===== config.mk =====
export PLATFORM = sky130hd
export DESIGN_NAME = envelope_pwm_gate
export DESIGN_NICKNAME = d
export VERILOG_FILES = /design/src/rtl/envelope_pwm_gate.sv
export SDC_FILE = /design/constraint.sdc
export NUM_CORES = 1
export LEC_CHECK = 0
export CAP_MARGIN = 25
export CORE_MARGIN = 3
export CORE_UTILIZATION = 55
export DETAILED_ROUTE_END_ITERATION = 8
export GPL_ROUTABILITY_DRIVEN = 1
export HOLD_SLACK_MARGIN = 0.03
export PLACE_DENSITY = 0.75
export SETUP_SLACK_MARGIN = 0.15
export SLEW_MARGIN = 20
export SYNTH_ARGS = -nofsm -noshare
export SYNTH_HDL_FRONTEND = slang
export SYNTH_SLANG_ARGS = --single-unit

===== constraint.sdc =====
create_clock -name clk -period 5 [get_ports clk]
set_input_delay 0.5 -clock clk [delete_from_list [all_inputs] [get_ports clk]]
set_output_delay 0.5 -clock clk [all_outputs]
set_load 0.005 [all_outputs]

===== src/rtl/envelope_pwm_gate.sv =====
`default_nettype none
// ============================================================================
// envelope_pwm_gate: ADSR amplitude envelope applied as a PWM duty mask on a
// 1-bit square-wave tone.  Revision: 1.0
// ============================================================================
module envelope_pwm_gate #(
  parameter int TICK_DIV      = 1024,
  parameter int ATTACK_STEP   = 16,
  parameter int DECAY_STEP    = 4,
  parameter int SUSTAIN_LEVEL = 160,
  parameter int RELEASE_STEP  = 2
) (
  input  logic       clk,
  input  logic       rst_n,
  input  logic       tone_in,
  input  logic       gate,
  output logic       audio_out,
  output logic [7:0] level,
  output logic [2:0] env_state,
  output logic       busy
);

  localparam int             TCW       = $clog2(TICK_DIV);
  localparam logic [TCW-1:0] TICK_LAST = TCW'(TICK_DIV - 1);

  localparam logic [8:0] ATK_STEP9     = 9'(ATTACK_STEP);
  localparam logic [7:0] DEC_STEP8     = 8'(DECAY_STEP);
  localparam logic [7:0] SUS_LVL8      = 8'(SUSTAIN_LEVEL);
  localparam logic [8:0] SUS_PLUS_DEC9 = 9'(SUSTAIN_LEVEL + DECAY_STEP);
  localparam logic [7:0] REL_STEP8     = 8'(RELEASE_STEP);

  localparam logic [2:0] S_IDLE    = 3'd0;
  localparam logic [2:0] S_ATTACK  = 3'd1;
  localparam logic [2:0] S_DECAY   = 3'd2;
  localparam logic [2:0] S_SUSTAIN = 3'd3;
  localparam logic [2:0] S_RELEASE = 3'd4;

  logic [TCW-1:0] tick_cnt_q;
  logic [7:0]     pwm_cnt_q;
  logic           gate_q;
  logic           audio_q;
  logic [2:0]     state_q, state_d;
  logic [7:0]     level_q, level_d;

  logic           env_tick;
  logic           rise;
  logic           fall;
  logic           pwm_on;
  logic [8:0]     atk_sum;
  logic [7:0]     dec_val;
  logic [7:0]     rel_val;

  assign env_tick = (tick_cnt_q == TICK_LAST);
  assign rise     = gate & ~gate_q;
  assign fall     = ~gate & gate_q;
  assign pwm_on   = (pwm_cnt_q < level_q);

  // Saturating arithmetic: compare before subtracting so nothing wraps.
  assign atk_sum  = {1'b0, level_q} + ATK_STEP9;
  assign dec_val  = ({1'b0, level_q} >= SUS_PLUS_DEC9) ? (level_q - DEC_STEP8) : SUS_LVL8;
  assign rel_val  = (level_q > REL_STEP8) ? (level_q - REL_STEP8) : 8'd0;

  // Envelope state and level register together so they always agree.
  always_ff @(posedge clk or negedge rst_n) begin
    if (!rst_n) begin
      state_q <= S_IDLE;
      level_q <= 8'd0;
    end else begin
      state_q <= state_d;
      level_q <= level_d;
    end
  end

  always_ff @(posedge clk or negedge rst_n) begin
    if (!rst_n) begin
      tick_cnt_q <= '0;
      pwm_cnt_q  <= 8'd0;
      gate_q     <= 1'b0;
      audio_q    <= 1'b0;
    end else begin
      tick_cnt_q <= env_tick ? '0 : tick_cnt_q + TCW'(1);
      pwm_cnt_q  <= pwm_cnt_q + 8'd1;
      gate_q     <= gate;
      audio_q    <= tone_in & pwm_on;
    end
  end

  // Gate edges win over the envelope tick: transition only, level untouched.
  always_comb begin
    state_d = state_q;
    level_d = level_q;
    if (rise) begin
      state_d = S_ATTACK;
    end else if (fall) begin
      if (state_q == S_ATTACK || state_q == S_DECAY || state_q == S_SUSTAIN) begin
        state_d = S_RELEASE;
      end
    end else if (env_tick) begin
      case (state_q)
        S_ATTACK: begin
          if (atk_sum >= 9'd255) begin
            level_d = 8'd255;
            state_d = S_DECAY;
          end else begin
            level_d = atk_sum[7:0];
          end
        end
        S_DECAY: begin
          level_d = dec_val;
          if (dec_val == SUS_LVL8) begin
            state_d = S_SUSTAIN;
          end
        end
        S_SUSTAIN: begin
          level_d = level_q;
        end
        S_RELEASE: begin
          level_d = rel_val;
          if (rel_val == 8'd0) begin
            state_d = S_IDLE;
          end
        end
        S_IDLE: begin
          level_d = 8'd0;
        end
        default: begin
          state_d = S_IDLE;
          level_d = 8'd0;
        end
      endcase
    end
  end

  always_comb begin
    env_state = state_q;
    busy      = (state_q != S_IDLE);
  end

  assign level     = level_q;
  assign audio_out = audio_q;

endmodule
`default_nettype wire

Word level (Yosys, flattened, before mapping)
Cells that the tools add are included.
- logic and storage cells: 56
- input port bits: 4
- flip-flop bits (word level): 31
- output and inout port bits: 13
- add/sub/neg operators: 5
- equality and inequality tests: 11
- muxes and demuxes: 13
- bitwise logic cells: 8
- reductions and logical operators: 9
- $lt $le $gt $ge: 4
- operators by type and width (operator ; count):
    $pmux W8 S4 ; 1
    $mux W8 ; 3
    $mux W3 ; 7
    $pmux W3 S4 ; 1
    $add A10 B1 Y10 const B ; 1
    $eq A10 B10 Y1 const B ; 1
    $mux W10 ; 1
    $add A8 B5 Y9 const B ; 1
    $ge A9 B8 Y1 const B ; 1
    $add A8 B1 Y8 const B ; 1
    $eq A8 B8 Y1 const B ; 1
    $ge A8 B8 Y1 const B ; 1
    $gt A8 B2 Y1 const B ; 1
    $logic_not A8 Y1 ; 1
    $lt A8 B8 Y1 ; 1
    $ne A4 B3 Y1 const B ; 2
    $sub A8 B2 Y8 const B ; 1
    $sub A8 B3 Y8 const B ; 1
    $eq A3 B2 Y1 const B ; 2
    $reduce_and A6 Y1 ; 1
    $reduce_bool A3 Y1 ; 2
    $not A1 Y1 ; 5
    $ne A4 B4 Y1 const B ; 1
    $reduce_and A4 Y1 ; 1
    other kinds (8) ; 11

Logic depth before layout (Yosys ltp)
Gate-level depths: netlist (run 1).
- word-level depth: 8
- mapped depth: 9
- gate-level depth less buffers: 8

Worst setup path after synthesis (run 1)
Ideal clock, no wire load.
- path type: register to register
- from: reg level_q[2], in the netlist level[2]
- to: reg state_q[0], in the netlist env_state[0]
- required time: 4931 ps
- path slack: 2462 ps
- buffers on the path: 0
- clock period less this slack: 2538 ps
- arrival time: 2469 ps
- cell stages (with the launch flop): 9
- library setup time: 69 ps
- path through: dfrtp_1 > inv_1 > ha_1 > xor2_1 > or4_1 > a2111oi_4 > o22ai_2 > or4_1 > nand3_1
- cells in the longest elaborated chain, start to end: 5
- elaborated cells on any way between the ends: 14
- classes of those cells: add/sub (3); order compare (3); eq/ne (4); mux (2); reduce/logical (2)
- RTL lines (element ; line ; text):
    from (decl) ; 43 ; logic [7:0] level_q, level_d;
    from (signal assigned) ; 70 ; level_q <= level_d;
    parallel branches: the longest is 4 deep, another holds $add A8 B5 Y9 ; -- ;
    $reduce_and A6 Y1 (no source line) * ; -- ;
    to (signal assigned) ; 69 ; state_q <= state_d;
    to (decl) ; 42 ; logic [2:0] state_q, state_d;
Mark *: on every way between the ends.
A chain may end at the register's enable or synchronous reset.

Worst setup path in the final report (run 1)
Same ends and word-level chain as after synthesis.

==> impl.org, run 1 <==
** Yosys
- Synthesis instantiated 61 different standard cells from the library.
- Post-synthesis xor/xnor area fraction :: 7.06%
- Multiplexer fraction of the synthesized cell area :: 0%
- Largest cells by area after synthesis :: sky130_fd_sc_hd__dfrtp_1, sky130_fd_sc_hd__ha_1, sky130_fd_sc_hd__xnor2_1, sky130_fd_sc_hd__nand3_1, sky130_fd_sc_hd__o21ai_0
- Of the total synthesized cell area, the portion taken by full adders, half adders and majority gates is 12.2%.
- Counting every instance in the synthesized netlist gives roughly 250.
- Synthesized-area fraction occupied by and/or/nand/nor cells :: 20.6%
- In this run the cell area of the synthesized design comes to roughly 2400 µm².
- Averaged over all synthesized cells, the footprint is between 9 and 10 µm².
- Yosys warnings :: 0
- Largest family of logic cells by synthesized area :: compound AO/OA/AOI/OAI gates
- For this run, asynchronously set or reset flops after synthesis account for 100%.
- The number of nets handed over by synthesis was between 200 and 300.
- Compound-Gate Fraction of Synth Area :: 21.5%
- Cell type contributing the most total cell area after synthesis :: sky130_fd_sc_hd__dfrtp_1
- Number of synthesized flops with an enable pin :: 0
- The top cell type by area accounts for about a third of the synthesized area.
- Primary FF master, synth :: sky130_fd_sc_hd__dfrtp_1
- #FFs+latches synth :: 31
- Fraction of the yosys area taken by sequential cells :: between 30% and 40%

** Timing
- Counting I/O delays and the setup requirement, the final critical path takes 3.03 ns.
- Hold WS :: just under 0.5 ns
- Setup repair after global routing missed its margin :: false
- Final max-slew violation count :: 0
- Number of failing setup endpoints in the final timing report :: 0
- In the final timing run, aggregate negative setup slack is 0 ns.
- Maximum clock skew at final layout :: 0.00595 ns
- The total count of hold-check failures in the final report was 0.
- Based on the critical path, the design can be clocked at up to 330 MHz.
- In the finished design, the share of the clock period the worst path needs comes to 60.6%.
- Remaining max-slew budget at the tightest pin :: 58.3%
- Worst Max-Slew Pin Slew :: approximately 0.62 ns

** Power and ir drop
- For this design the static power due to leakage is around 1.1 nW.
- Power Total :: 0.744 mW
- In this run the power density over the cells is roughly 280 nW/µm².
- The worst-case IR drop observed on VDD is 0.184 mV.

** CTS
- Buffers from clock root to sink, at most :: 2
- H-tree levels :: 2
- The tree is rooted in a sky130_fd_sc_hd__clkbuf_8.
- TritonCTS built the clock tree.
- For the worst-skew pair, the clock arrives at the later sink with an insertion delay of ~0.29 ns.
- Cts repair resizes :: 0
- Post-cts hold buffer count :: 0
- In this run the post-CTS setup repair buffer count came out at 0.
- Reg clk slew, reported paths :: 0.07 ns
- The tree built by TritonCTS fans out to 31 sinks.
- Buffers inserted during clock tree synthesis total 5.

** Floorplan
- The floorplan step defined a die boundary enclosing 5110 µm².
- Site row count :: 23
- Die span in y :: 71.5 µm
- Core box area :: a little over 4000 µm²
- Initial Util :: 58.1%
- Die extent in x :: just over 70 µm
- Number of I/O pins :: 17

** Worst setup path
- Crit start category :: flip-flop
- Crit path max fanout :: 11
- The worst register-to-register path begins at level[2].
- For the worst setup path, the data required time is 5.23 ns.
- Crit path arrival time :: 3.26 ns
- First element of the critical path :: level[2]
- Across all register-to-register paths, the minimum setup slack is 1.97 ns.
- The worst setup path is captured at a flip-flop.
- The worst setup path is of the reg -> reg kind.
- Worst-case reg-to-reg path depth :: 8

** Worst hold path
- Worst min path class :: reg -> reg
- Along the worst hold path, the cell count comes to 1.
- Source of the worst hold timing path :: tick_cnt_q[9]

** Global routing
- The number of global-route vias before repair came to 1812.
- Entering global routing, the biggest net connects 32 pins.
- Global routing consumed, over all layers together, about 21% of the routing resources.
- Global routing finished with a remaining overflow of 0.
- Number of antenna violations at the first check in global routing :: 0
- Global-route wire length before repair :: 8710 µm

** Cells and area
- Antenna diode instance count :: 0
- Syn-to-layout area delta :: 11.1%
- Fill cell instance count of the final layout :: 350
- In the final design database the tool counted 289 nets.
- The library cell used most frequently in the layout, excluding fill and tap cells, is sky130_fd_sc_hd__dfrtp_1.
- Cells with a size suffix above 1 make up between 10% and 20% of the layout.
- The top cell types in the final layout, fill and taps aside, are sky130_fd_sc_hd__dfrtp_1, sky130_fd_sc_hd__ha_1, sky130_fd_sc_hd__nand2_1.
- The finished cells cover 2620 µm².

** Outcome
- The run finished with clean final reports.

** Drt
- Dividing the detail-routed via count by the number of cells gives slightly above 6.
- Final routed wire length divided by cell count :: 16.1 µm
- Final routed DRC violation total :: 0
- Total iterations of the first detailed-routing run :: 4
- The detailed router placed roughly 1900 vias in this run.
- DRT Wirelength :: 5040 µm
- After the first detailed-routing iteration, the DRC count stood at 135.
- Number of antenna-violating nets in the routed design :: 0

** Placed design
- Input and output buffers added on the ports amount to 16.
- Post-detailed-placement cell area :: around 2500 µm²
- Placed wire-length estimate :: 3680 µm
- Routability-driven placement finished with a final weighted congestion of between 0.9 and 1.

** Flow run
- Max Cap Viol :: 0
-- metal layers --
layer	track usage, %	share of wire (%)	vias up	wire, µm
li1	-	-	942	-
met1	30.4	47	895	2360
met2	33.2	45	57	2290
met3	4.21	6.2	10	311
met4	6.47	1.6	0	80
met5	0	0	-	0
-- flip-flops by register name, indices dropped and copies added (netlist names) --
name	cells
audio_out	1
level	8
env_state	3
pwm_cnt_q	8
tick_cnt_q	10
gate_q	1
-- kinds of logic after synthesis --
logic type | count (synthesis)
and+or+nand+nor | 85
AOI/OAI and AO/OA | 67
buffers and inverters | 24
DFF | 31
adders and majority gates | 23
xor gates and xnor gates | 19
-- synthesized netlist by cell type, types with 2 or more instances --
master and n:
sky130_fd_sc_hd__dfrtp_1 31, sky130_fd_sc_hd__ha_1 23, sky130_fd_sc_hd__nand2_1 17, sky130_fd_sc_hd__nor2_1 15
sky130_fd_sc_hd__inv_1 13, sky130_fd_sc_hd__nand3_1 13, sky130_fd_sc_hd__o21ai_0 13, sky130_fd_sc_hd__xnor2_1 13
sky130_fd_sc_hd__a21oi_1 9, sky130_fd_sc_hd__xor2_1 6, sky130_fd_sc_hd__a211oi_1 4, sky130_fd_sc_hd__a21o_1 4
sky130_fd_sc_hd__a31oi_1 4, sky130_fd_sc_hd__nand2b_1 4, sky130_fd_sc_hd__nand4_1 4, sky130_fd_sc_hd__nor2b_1 4
sky130_fd_sc_hd__o221a_2 4, sky130_fd_sc_hd__o22ai_1 4, sky130_fd_sc_hd__and3_2 3, sky130_fd_sc_hd__buf_4 3
sky130_fd_sc_hd__buf_6 3, sky130_fd_sc_hd__nor3_1 3, sky130_fd_sc_hd__or3_1 3, sky130_fd_sc_hd__or4_1 3
sky130_fd_sc_hd__a21o_2 2, sky130_fd_sc_hd__and4_1 2, sky130_fd_sc_hd__clkbuf_1 2, sky130_fd_sc_hd__nor4_1 2
sky130_fd_sc_hd__o211a_1 2, sky130_fd_sc_hd__o21a_1 2, sky130_fd_sc_hd__o21bai_1 2, sky130_fd_sc_hd__o311a_1 2
sky130_fd_sc_hd__o31ai_1 2
-- per-stage QoR --
step,setup slack [ns],util [%],std cells
after floorplan,2.46,-,249
after CTS,2.02,64.6,313
final,1.97,64.6,313
after detailed placement,2.09,61.7,305
after global routing,1.74,64.6,313
after global placement,2.21,61.7,305
-- layout make-up --
class,instances,area (µm²),share of cell area (%)
clock buffers,6,82.6,3.15
well taps,50,62.6,2.39
multi-input cells,194,1450,55.3
repair buffers,17,168,6.40
flip-flops and latches,31,776,29.6
clock inverters,2,35.0,1.34
inverters,13,48.8,1.86
-- report_power, final --
part | total (mW) | switching, mW | leakage [nW] | internal [mW]
clock network | 0.261 | 0.100 | 0.0612 | 0.161
logic | 0.188 | 0.0955 | 0.691 | 0.0928
registers | 0.295 | 0.0337 | 0.377 | 0.261
total | 0.744 | 0.229 | 1.13 | 0.515
-- worst max-delay path, stage by stage (launching register included) --
cell                       delay (ns)
sky130_fd_sc_hd__dfrtp_1         0.47
sky130_fd_sc_hd__inv_1           0.29
sky130_fd_sc_hd__ha_1            0.29
sky130_fd_sc_hd__a21bo_2         0.26
sky130_fd_sc_hd__a21boi_0        0.52
sky130_fd_sc_hd__a311o_2         0.42
sky130_fd_sc_hd__a31oi_1         0.12
sky130_fd_sc_hd__or4_1           0.50
sky130_fd_sc_hd__nand3_1         0.09
-- path summary, 6_finish.rpt --
path,endpoint
max,env_state[0]
min,tick_cnt_q[9]
max reg2reg,env_state[0]
min reg2reg,tick_cnt_q[9]
max in group asynchronous,pwm_cnt_q[0]
min in group asynchronous,level[3]
No activity file was read; power rests on OpenSTA's default activity.
==> run 2: changes to the inputs <==
--- a/config.mk
+++ b/config.mk
@@ -7,11 +7,11 @@
 export LEC_CHECK = 0
 export CAP_MARGIN = 25
 export CORE_MARGIN = 3
-export CORE_UTILIZATION = 55
+export CORE_UTILIZATION = 53
 export DETAILED_ROUTE_END_ITERATION = 8
 export GPL_ROUTABILITY_DRIVEN = 1
 export HOLD_SLACK_MARGIN = 0.03
-export PLACE_DENSITY = 0.75
+export PLACE_DENSITY = 0.76
 export SETUP_SLACK_MARGIN = 0.15
 export SLEW_MARGIN = 20
 export SYNTH_ARGS = -nofsm -noshare
==> constraint.sdc (replaced) <==
create_clock -name clk -period 2.7 [get_ports clk]
set_input_delay 0.27 -clock clk [delete_from_list [all_inputs] [get_ports clk]]
set_output_delay 0.27 -clock clk [all_outputs]
set_load 0.005 [all_outputs]
==> impl.org, run 2 (synthesis results as in run 1) <==
** Outcome
- Outcome :: complete, no violations (unchanged)

** Placed design
- Placed wire-length estimate :: 4060 µm (was 3680 µm)
- The number of port buffers was 16 (unchanged).
- The post-placement cell count is 318 (was 305).
- Weighted congestion at the end of routability-driven global placement :: 0.891 (was 0.921)
- The instance area at placement came to 2600 µm² (was 2500 µm²).

** Worst setup path
- The critical path depth is 9 (was 8).
- Worst EP required :: 2.92 ns (was 5.23 ns)
- The endpoint of the worst register-to-register path is env_state[0] (unchanged).
- The endpoint of the worst setup timing path was env_state[0] (unchanged).
- The family with the most delay on the worst path is simple AND/OR/NAND/NOR gates (was compound AO/OA/AOI/OAI gates).
- The longest individual stage delay on the worst path was 0.52 ns (about the same).
- The reg-to-reg critical path startpoint was level[4] (was level[2]).
- First element of the critical path :: level[4] (was level[2])
- Critical-path cell list: buf_4 -> clkinvlp_4 -> ha_4 -> nand4b_1 -> a211oi_2 -> o221a_2 -> o22ai_2 -> or4_1 -> nand3_1 (was inv_1 -> ha_1 -> a21bo_2 -> a21boi_0 -> a311o_2 -> a31oi_1 -> or4_1 -> nand3_1).
- Type of element capturing the critical path :: flip-flop (unchanged)
- The category of the worst setup path launch point is a flip-flop (unchanged).
- Slack of the worst reg-to-reg path :: 0.27 ns (was 1.97 ns)
- The standard cell with the maximum stage delay on the critical path is sky130_fd_sc_hd__or4_1 (was sky130_fd_sc_hd__a21boi_0).
- Critical path buffers and inverters :: 2 (was 1)
- The depth of the worst register-to-register path came to 9 (was 8).
- The arrival time at the worst endpoint is 2.65 ns (was 3.26 ns).
- The type of the worst setup path is reg -> reg (unchanged).
- Crit path max fanout :: 7 (was 11)

** Global routing
- The number of global-route vias before repair is 1944 (was 1812).
- Number of antenna violations at the first check in global routing :: 0 (unchanged)
- Grt total ovfl :: 0 (unchanged)
- Largest net degree at the start of global routing :: 32 (unchanged)
- The total routing usage reported by global routing is 23.2% (was 21.4%).
- The first-pass GRT wire length is 9440 µm (was 8710 µm).

** Timing
- The tightest slew margin relative to the limit is 58.4% (was 58.3%).
- The largest clock skew in the final design is 0.00988 ns (was 0.00595 ns).
- Minimum clock period after layout :: 2.43 ns (was 3.03 ns)
- Worst Max-Slew Pin Slew :: 0.620 ns (was 0.619 ns)
- The number of max-slew violations in the final report is 0 (unchanged).
- Maximum operating frequency :: 411 MHz (was 330 MHz)
- Setup total negative slack :: 0 ns (unchanged)
- Setup repair after global routing missed its margin: false (unchanged).
- Number of failing setup endpoints in the final timing report :: 0 (unchanged)
- Hold Fails Final Rpt :: 0 (unchanged)
- Post-route clock period utilization :: 90.1% (was 60.6%)

** Cells and area
- Max FFs per register :: 10 (unchanged)
- Syn-to-layout area delta :: 16.1% (was 11.1%)
- Antenna diode instance count :: 0 (unchanged)
- The count of non-filler cells in the finished layout came to 328 (was 313).
- The most common cell after layout, fill and taps aside is sky130_fd_sc_hd__dfrtp_1 (unchanged).
- Net total in the final layout :: 305 (was 289)
- Design Area, Final :: 2740 µm² (was 2620 µm²)
- Commonest non-fill, non-tap cells in the layout :: sky130_fd_sc_hd__dfrtp_1, sky130_fd_sc_hd__ha_1, sky130_fd_sc_hd__buf_4 (was sky130_fd_sc_hd__dfrtp_1, sky130_fd_sc_hd__ha_1, sky130_fd_sc_hd__nand2_1)
- The fraction of the core area covered by cells at the end of the flow came to 66.1% (was 64.6%).
- Register with the highest flop count :: tick_cnt_q (unchanged)
- The number of filler instances in the final layout came to 377 (was 350).
- Share of layout cells above drive strength 1 :: 18.7% (was 11.0%)

** Drt
- The met2 wire length is 2650 µm (was 2290 µm).
- The detailed route wirelength on metal3 was 265 µm (was 311 µm).
- Top layer reached by signal wires :: met4 (unchanged)
- The post-detailed-route via-to-cell ratio was 6.09 (was 6.08).
- Routed vias :: 1999 (was 1904)
- The remaining antenna violation count after routing is 0 (unchanged).
- The detailed-routing wirelength on met1 was 2550 µm (was 2360 µm).
- Final routed wire length divided by cell count :: 16.9 µm (was 16.1 µm)
- The remaining design rule violation count came to 0 (unchanged).
- Starting DRC count in detailed routing :: 134 (was 135)
- The wire length reported by the detailed router is 5540 µm (was 5040 µm).
- The first-pass iteration count of the detailed router came to 4 (unchanged).

** CTS
- Clk_lat worst skew :: 0.28 ns (was 0.29 ns)
- The TritonCTS clock tree is yes (unchanged).
- The clock-pin slew on the worst setup and hold paths was 0.07 ns (about the same).
- Buffers from clock root to sink, at most :: 2 (unchanged)
- The hold buffer count at cts is 0 (unchanged).
- The number of buffers created by CTS came to 5 (unchanged).
- The CTS H-tree depth was 2 (unchanged).
- The number of sinks driven by the clock tree was 31 (unchanged).
- Cell chosen for the clock root :: sky130_fd_sc_hd__clkbuf_8 (unchanged)

** Floorplan
- Die span in y :: 72.7 µm (was 71.5 µm)
- The number of placed I/O pins came to 17 (unchanged).
- Die footprint :: 5290 µm² (was 5110 µm²)
- The die outline width is 72.7 µm (was 71.5 µm).
- The area inside the core boundary is 4140 µm² (was 4060 µm²).
- Initial Util :: 56.9% (was 58.1%)
- The number of core rows is 23 (unchanged).

** Worst hold path
- Worst min path class :: in -> async (was reg -> reg)

** Flow run
- Max Cap Viol :: 0 (unchanged)

** Power and ir drop
- Largest vdd supply drop :: 0.315 mV (was 0.184 mV)
- P_leak :: 1.19 nW (was 1.13 nW)
- The power density of the placed cells was 491 nW/µm² (was 284 nW/µm²).
## run 2: cell count changes in the layout (fill, tap and decap cells not counted), moves of 2 or more
cell,before,now
sky130_fd_sc_hd__buf_4,1,17
sky130_fd_sc_hd__ha_1,23,21
sky130_fd_sc_hd__inv_1,13,10
sky130_fd_sc_hd__inv_2,0,2
## run 2: area by class of cell
cell class / count / area, µm² / area share, %
multi-input cells: 194 / 1470 / 53.7
flip-flops and latches: 31 / 777 / 28.4
repair buffers: 33 / 288 / 10.5
clock buffers: 6 / 82.6 / 3.02
well taps: 50 / 62.6 / 2.29
inverters: 13 / 52.6 / 1.92
clock inverters: 1 / 5.00 / 0.183
## run 2: repair_timing
action                                  CTS  global route
resized for setup                         0             9
buffers inserted                          0             3
endpoints found under the setup margin    0             8
## run 2: per-layer routing
layer	vias up	global-route usage (%)
met1	945	31.0
met4	0	9.84
met3	9	5.37
met2	67	36.0
li1	978	-
met5	-	0
## run 2: how the worst min path moves through the flow
stage,from,end,slack [ns]
3_3_place_gp,pwm_cnt_q[7],pwm_cnt_q[7],0.46
5_1_grt,rst_n,level[4],0.40
3_5_place_dp,pwm_cnt_q[7],pwm_cnt_q[7],0.47
6_report,rst_n,level[3],0.38
2_1_floorplan,rst_n,audio_out,-0.03
4_1_cts,rst_n,level[5],0.40
## run 2: worst register-to-register path: stages (launching register included)
cell                         delay (ns)
sky130_fd_sc_hd__dfrtp_1           0.35
sky130_fd_sc_hd__buf_4             0.16
sky130_fd_sc_hd__clkinvlp_4        0.20
sky130_fd_sc_hd__ha_4              0.33
sky130_fd_sc_hd__nand4b_1          0.12
sky130_fd_sc_hd__a211oi_2          0.24
sky130_fd_sc_hd__o221a_2           0.25
sky130_fd_sc_hd__o22ai_2           0.11
sky130_fd_sc_hd__or4_1             0.52
sky130_fd_sc_hd__nand3_1           0.09
## run 2: report_power, final
group / switching (mW) / internal (mW) / leakage [nW] / total [mW]
combinational: 0.225 / 0.228 / 0.766 / 0.453
clock: 0.168 / 0.200 / 0.0470 / 0.368
sequential: 0.0399 / 0.484 / 0.375 / 0.524
## run 2: per-stage QoR
step	setup WS (ns)	total power [mW]	hold WS [ns]
after floorplan	0.162	0.797	-0.0256
after global routing	0.151	1.43	0.399
after CTS	0.171	1.31	0.397
final	0.267	1.34	0.381
after global placement	0.275	0.915	0.464
after detailed placement	0.203	0.927	0.472
==> run 3: changes to the inputs <==
--- a/config.mk
+++ b/config.mk
@@ -7,11 +7,12 @@
 export LEC_CHECK = 0
 export CAP_MARGIN = 25
 export CORE_MARGIN = 3
-export CORE_UTILIZATION = 53
+export CORE_UTILIZATION = 55
+export CTS_BUF_LIST = sky130_fd_sc_hd__clkbuf_8
 export DETAILED_ROUTE_END_ITERATION = 8
 export GPL_ROUTABILITY_DRIVEN = 1
 export HOLD_SLACK_MARGIN = 0.03
-export PLACE_DENSITY = 0.76
+export PLACE_DENSITY = 0.82
 export SETUP_SLACK_MARGIN = 0.15
 export SLEW_MARGIN = 20
 export SYNTH_ARGS = -nofsm -noshare
==> impl.org, run 3 (synthesis results as in run 1) <==
** Power and ir drop
- The peak supply drop is 0.355 mV (was 0.315 mV).
- The power density of the placed cells came to 528 nW/µm² (was 491 nW/µm²).
- P_leak :: 1.17 nW (was 1.19 nW)

** Worst setup path
- The arrival time at the worst endpoint came to 2.65 ns (about the same).
- The endpoint of the worst register-to-register path is env_state[0] (unchanged).
- Type of element capturing the critical path :: flip-flop (unchanged)
- Critical path buffers and inverters :: 1 (was 2)
- Slowest Stage Delay on Critical Path :: 0.53 ns (was 0.52 ns)
- Crit path max fanout :: 5 (was 7)
- The family with the most delay on the worst path was simple AND/OR/NAND/NOR gates (unchanged).
- Classification of the worst setup path :: reg -> reg (unchanged)
- Critical-path cell list :: inv_1 -> ha_2 -> xor2_1 -> or4_1 -> a2111oi_4 -> o22ai_2 -> or4_1 -> nand3_1 (was buf_4 -> clkinvlp_4 -> ha_4 -> nand4b_1 -> a211oi_2 -> o221a_2 -> o22ai_2 -> or4_1 -> nand3_1)
- Worst EP required :: 2.93 ns (was 2.92 ns)
- The worst setup slack for register-to-register paths came to 0.28 ns (was 0.27 ns).
- Worst reg2reg startpoint :: level[2] (was level[4])
- Worst-case reg-to-reg path depth :: 8 (was 9)
- The standard cell with the maximum stage delay on the critical path is sky130_fd_sc_hd__or4_1 (unchanged).
- Crit start category :: flip-flop (unchanged)
- Critical Path Most Common Cell :: sky130_fd_sc_hd__or4_1

** CTS
- Number of setup buffers added after CTS :: 0 (unchanged)
- The number of buffers created by CTS came to 5 (unchanged).
- The cell chosen for the clock root was sky130_fd_sc_hd__clkbuf_8 (unchanged).
- Clock sink count :: 31 (unchanged)
- H-tree levels :: 2 (unchanged)
- The clock-pin slew on the worst setup and hold paths came to 0.08 ns (was 0.07 ns).
- The TritonCTS clock tree is yes (unchanged).
- The maximum clock path buffer count is 2 (unchanged).
- Clk_lat worst skew :: 0.29 ns (was 0.28 ns)

** Floorplan
- Die span in y :: 71.5 µm (was 72.7 µm)
- Site row count :: 23 (unchanged)
- Number of I/O pins :: 17 (unchanged)
- Die footprint :: 5110 µm² (was 5290 µm²)
- Initial Util :: 58.1% (was 56.9%)
- Die extent in x :: 71.5 µm (was 72.7 µm)
- The area inside the core boundary is 4060 µm² (was 4140 µm²).

** Cells and area
- The number of filler instances in the final layout came to 318 (was 377).
- The cell area after layout was 2700 µm² (was 2740 µm²).
- Commonest non-fill, non-tap cells in the layout :: sky130_fd_sc_hd__dfrtp_1, sky130_fd_sc_hd__ha_1, sky130_fd_sc_hd__nand2_1 (was sky130_fd_sc_hd__dfrtp_1, sky130_fd_sc_hd__ha_1, sky130_fd_sc_hd__buf_4)
- The share of post-route cells with drive strength above 1 came to 15.4% (was 18.7%).
- Antenna diode instance count :: 0 (unchanged)
- The flip-flop count of the largest register, all copies and words added is 10 (unchanged).
- The register ranked first by flip-flop count was tick_cnt_q (unchanged).
- The area added between synthesis and finish came to 14.6% (was 16.1%).
- The most common cell after layout, fill and taps aside was sky130_fd_sc_hd__dfrtp_1 (unchanged).
- Net total in the final layout :: 299 (was 305)
- The area occupied by multi-input gates came to 1450 µm² (was 1470 µm²).
- The count of non-filler cells in the finished layout was 323 (was 328).
- Area taken by flip-flops and latches :: 777 µm² (unchanged)

** Timing
- Setup total negative slack :: 0 ns (unchanged)
- The share of the clock period used by the worst path was 89.5% (was 90.1%).
- Remaining max-slew budget at the tightest pin :: 55.8% (was 58.4%)
- Worst Max-Slew Pin Slew :: 0.659 ns (was 0.620 ns)
- The timing-limited maximum frequency was 414 MHz (was 411 MHz).
- The minimum clock period after layout is 2.42 ns (was 2.43 ns).
- Setup repair after global routing missed its margin :: false (unchanged)
- Maximum clock skew at final layout :: 0.0128 ns (was 0.00988 ns)
- The final setup violation count was 0 (unchanged).
- The number of max-slew violations in the final report is 0 (unchanged).
- The total count of hold-check failures in the final report came to 0 (unchanged).

** Global routing
- The met3 layer usage reported by global route is 4.49% (was 5.37%).
- The most used routing layer in global routing is met2 (unchanged).
- Vias in the first global route :: 1931 (was 1944)
- Number of antenna violations at the first check in global routing :: 0 (unchanged)
- The total routing usage reported by global routing is 22.6% (was 23.2%).
- Grt total ovfl :: 0 (unchanged)
- The routing usage on met2 is 33.7% (was 36.0%).
- The first-pass GRT wire length came to 9130 µm (was 9440 µm).
- Met1 track demand over resource :: 31.1% (was 31.0%)
- Largest net degree at the start of global routing :: 32 (unchanged)

** Placed design
- Weighted congestion at the end of routability-driven global placement :: 0.914 (was 0.891)
- Number of placed instances, taps included :: 315 (was 318)
- The instance area at placement was 2580 µm² (was 2600 µm²).
- IO buf count :: 16 (unchanged)
- The post-DP HPWL came to 3900 µm (was 4060 µm).

** Drt
- The first-pass iteration count of the detailed router came to 5 (was 4).
- Post-DR vias/cell :: 6.19 (was 6.09)
- The number of DRC violations after detailed-routing iteration 0 is 109 (was 134).
- The total number of vias is 2000 (was 1999).
- The average wire length per cell after detail routing was 16.6 µm (was 16.9 µm).
- DRT Wirelength :: 5360 µm (was 5540 µm)
- The remaining design rule violation count came to 0 (unchanged).
- Number of antenna-violating nets in the routed design :: 0 (unchanged)

** Flow run
- The total of max-cap violations came to 0 (unchanged).

** Outcome
- Outcome: complete, no violations (unchanged).

** Worst hold path
- The class of the most critical hold timing path is in -> async (unchanged).
run 3: metal layers:
layer / share of wire (%) / vias to the layer above
met5: 0 / -
met2: 45 / 84
li1: - / 963
met1: 46 / 935
met4: 2.2 / 0
met3: 6.7 / 18
run 3: worst max-delay path by stage:
stage | start | endpoint | cells past startpoint
4_1_cts | level[3] | env_state[0] | 8
3_3_place_gp | level[3] | env_state[0] | 8
5_1_grt | tick_cnt_q[0] | env_state[1] | 7
2_1_floorplan | level[2] | env_state[0] | 8
3_5_place_dp | level[3] | env_state[0] | 8
6_report | level[2] | env_state[0] | 8
run 3: timing repair:
item                       in CTS  in global routing
setup endpoints to repair       0                  4
hold buffers                    0                  0
resized for setup               0                  5
run 3: where the power goes:
part	total (mW)	internal (mW)	switching [mW]
combinational	0.403	0.193	0.211
clock	0.488	0.299	0.190
sequential	0.534	0.484	0.0507
run 3: final cells by class:
type,count,area share (%)
multi-input combinational,194,53.8
sequential,31,28.8
timing repair buffer,27,8.98
clock buffer,6,3.06
tap,50,2.31
inverter,13,1.81
clock inverter,2,1.30
run 3: stage by stage:
stage	power (mW)	hold WS [ns]	util (%)	worst slack, ns
final	1.43	0.370	66.6	0.284
after global routing	1.49	0.399	66.6	0.166
after CTS	1.42	0.387	66.4	0.231
after detailed placement	0.940	0.468	63.5	0.259
after global placement	0.923	0.466	63.5	0.315
after floorplan	0.797	-0.0256	-	0.162
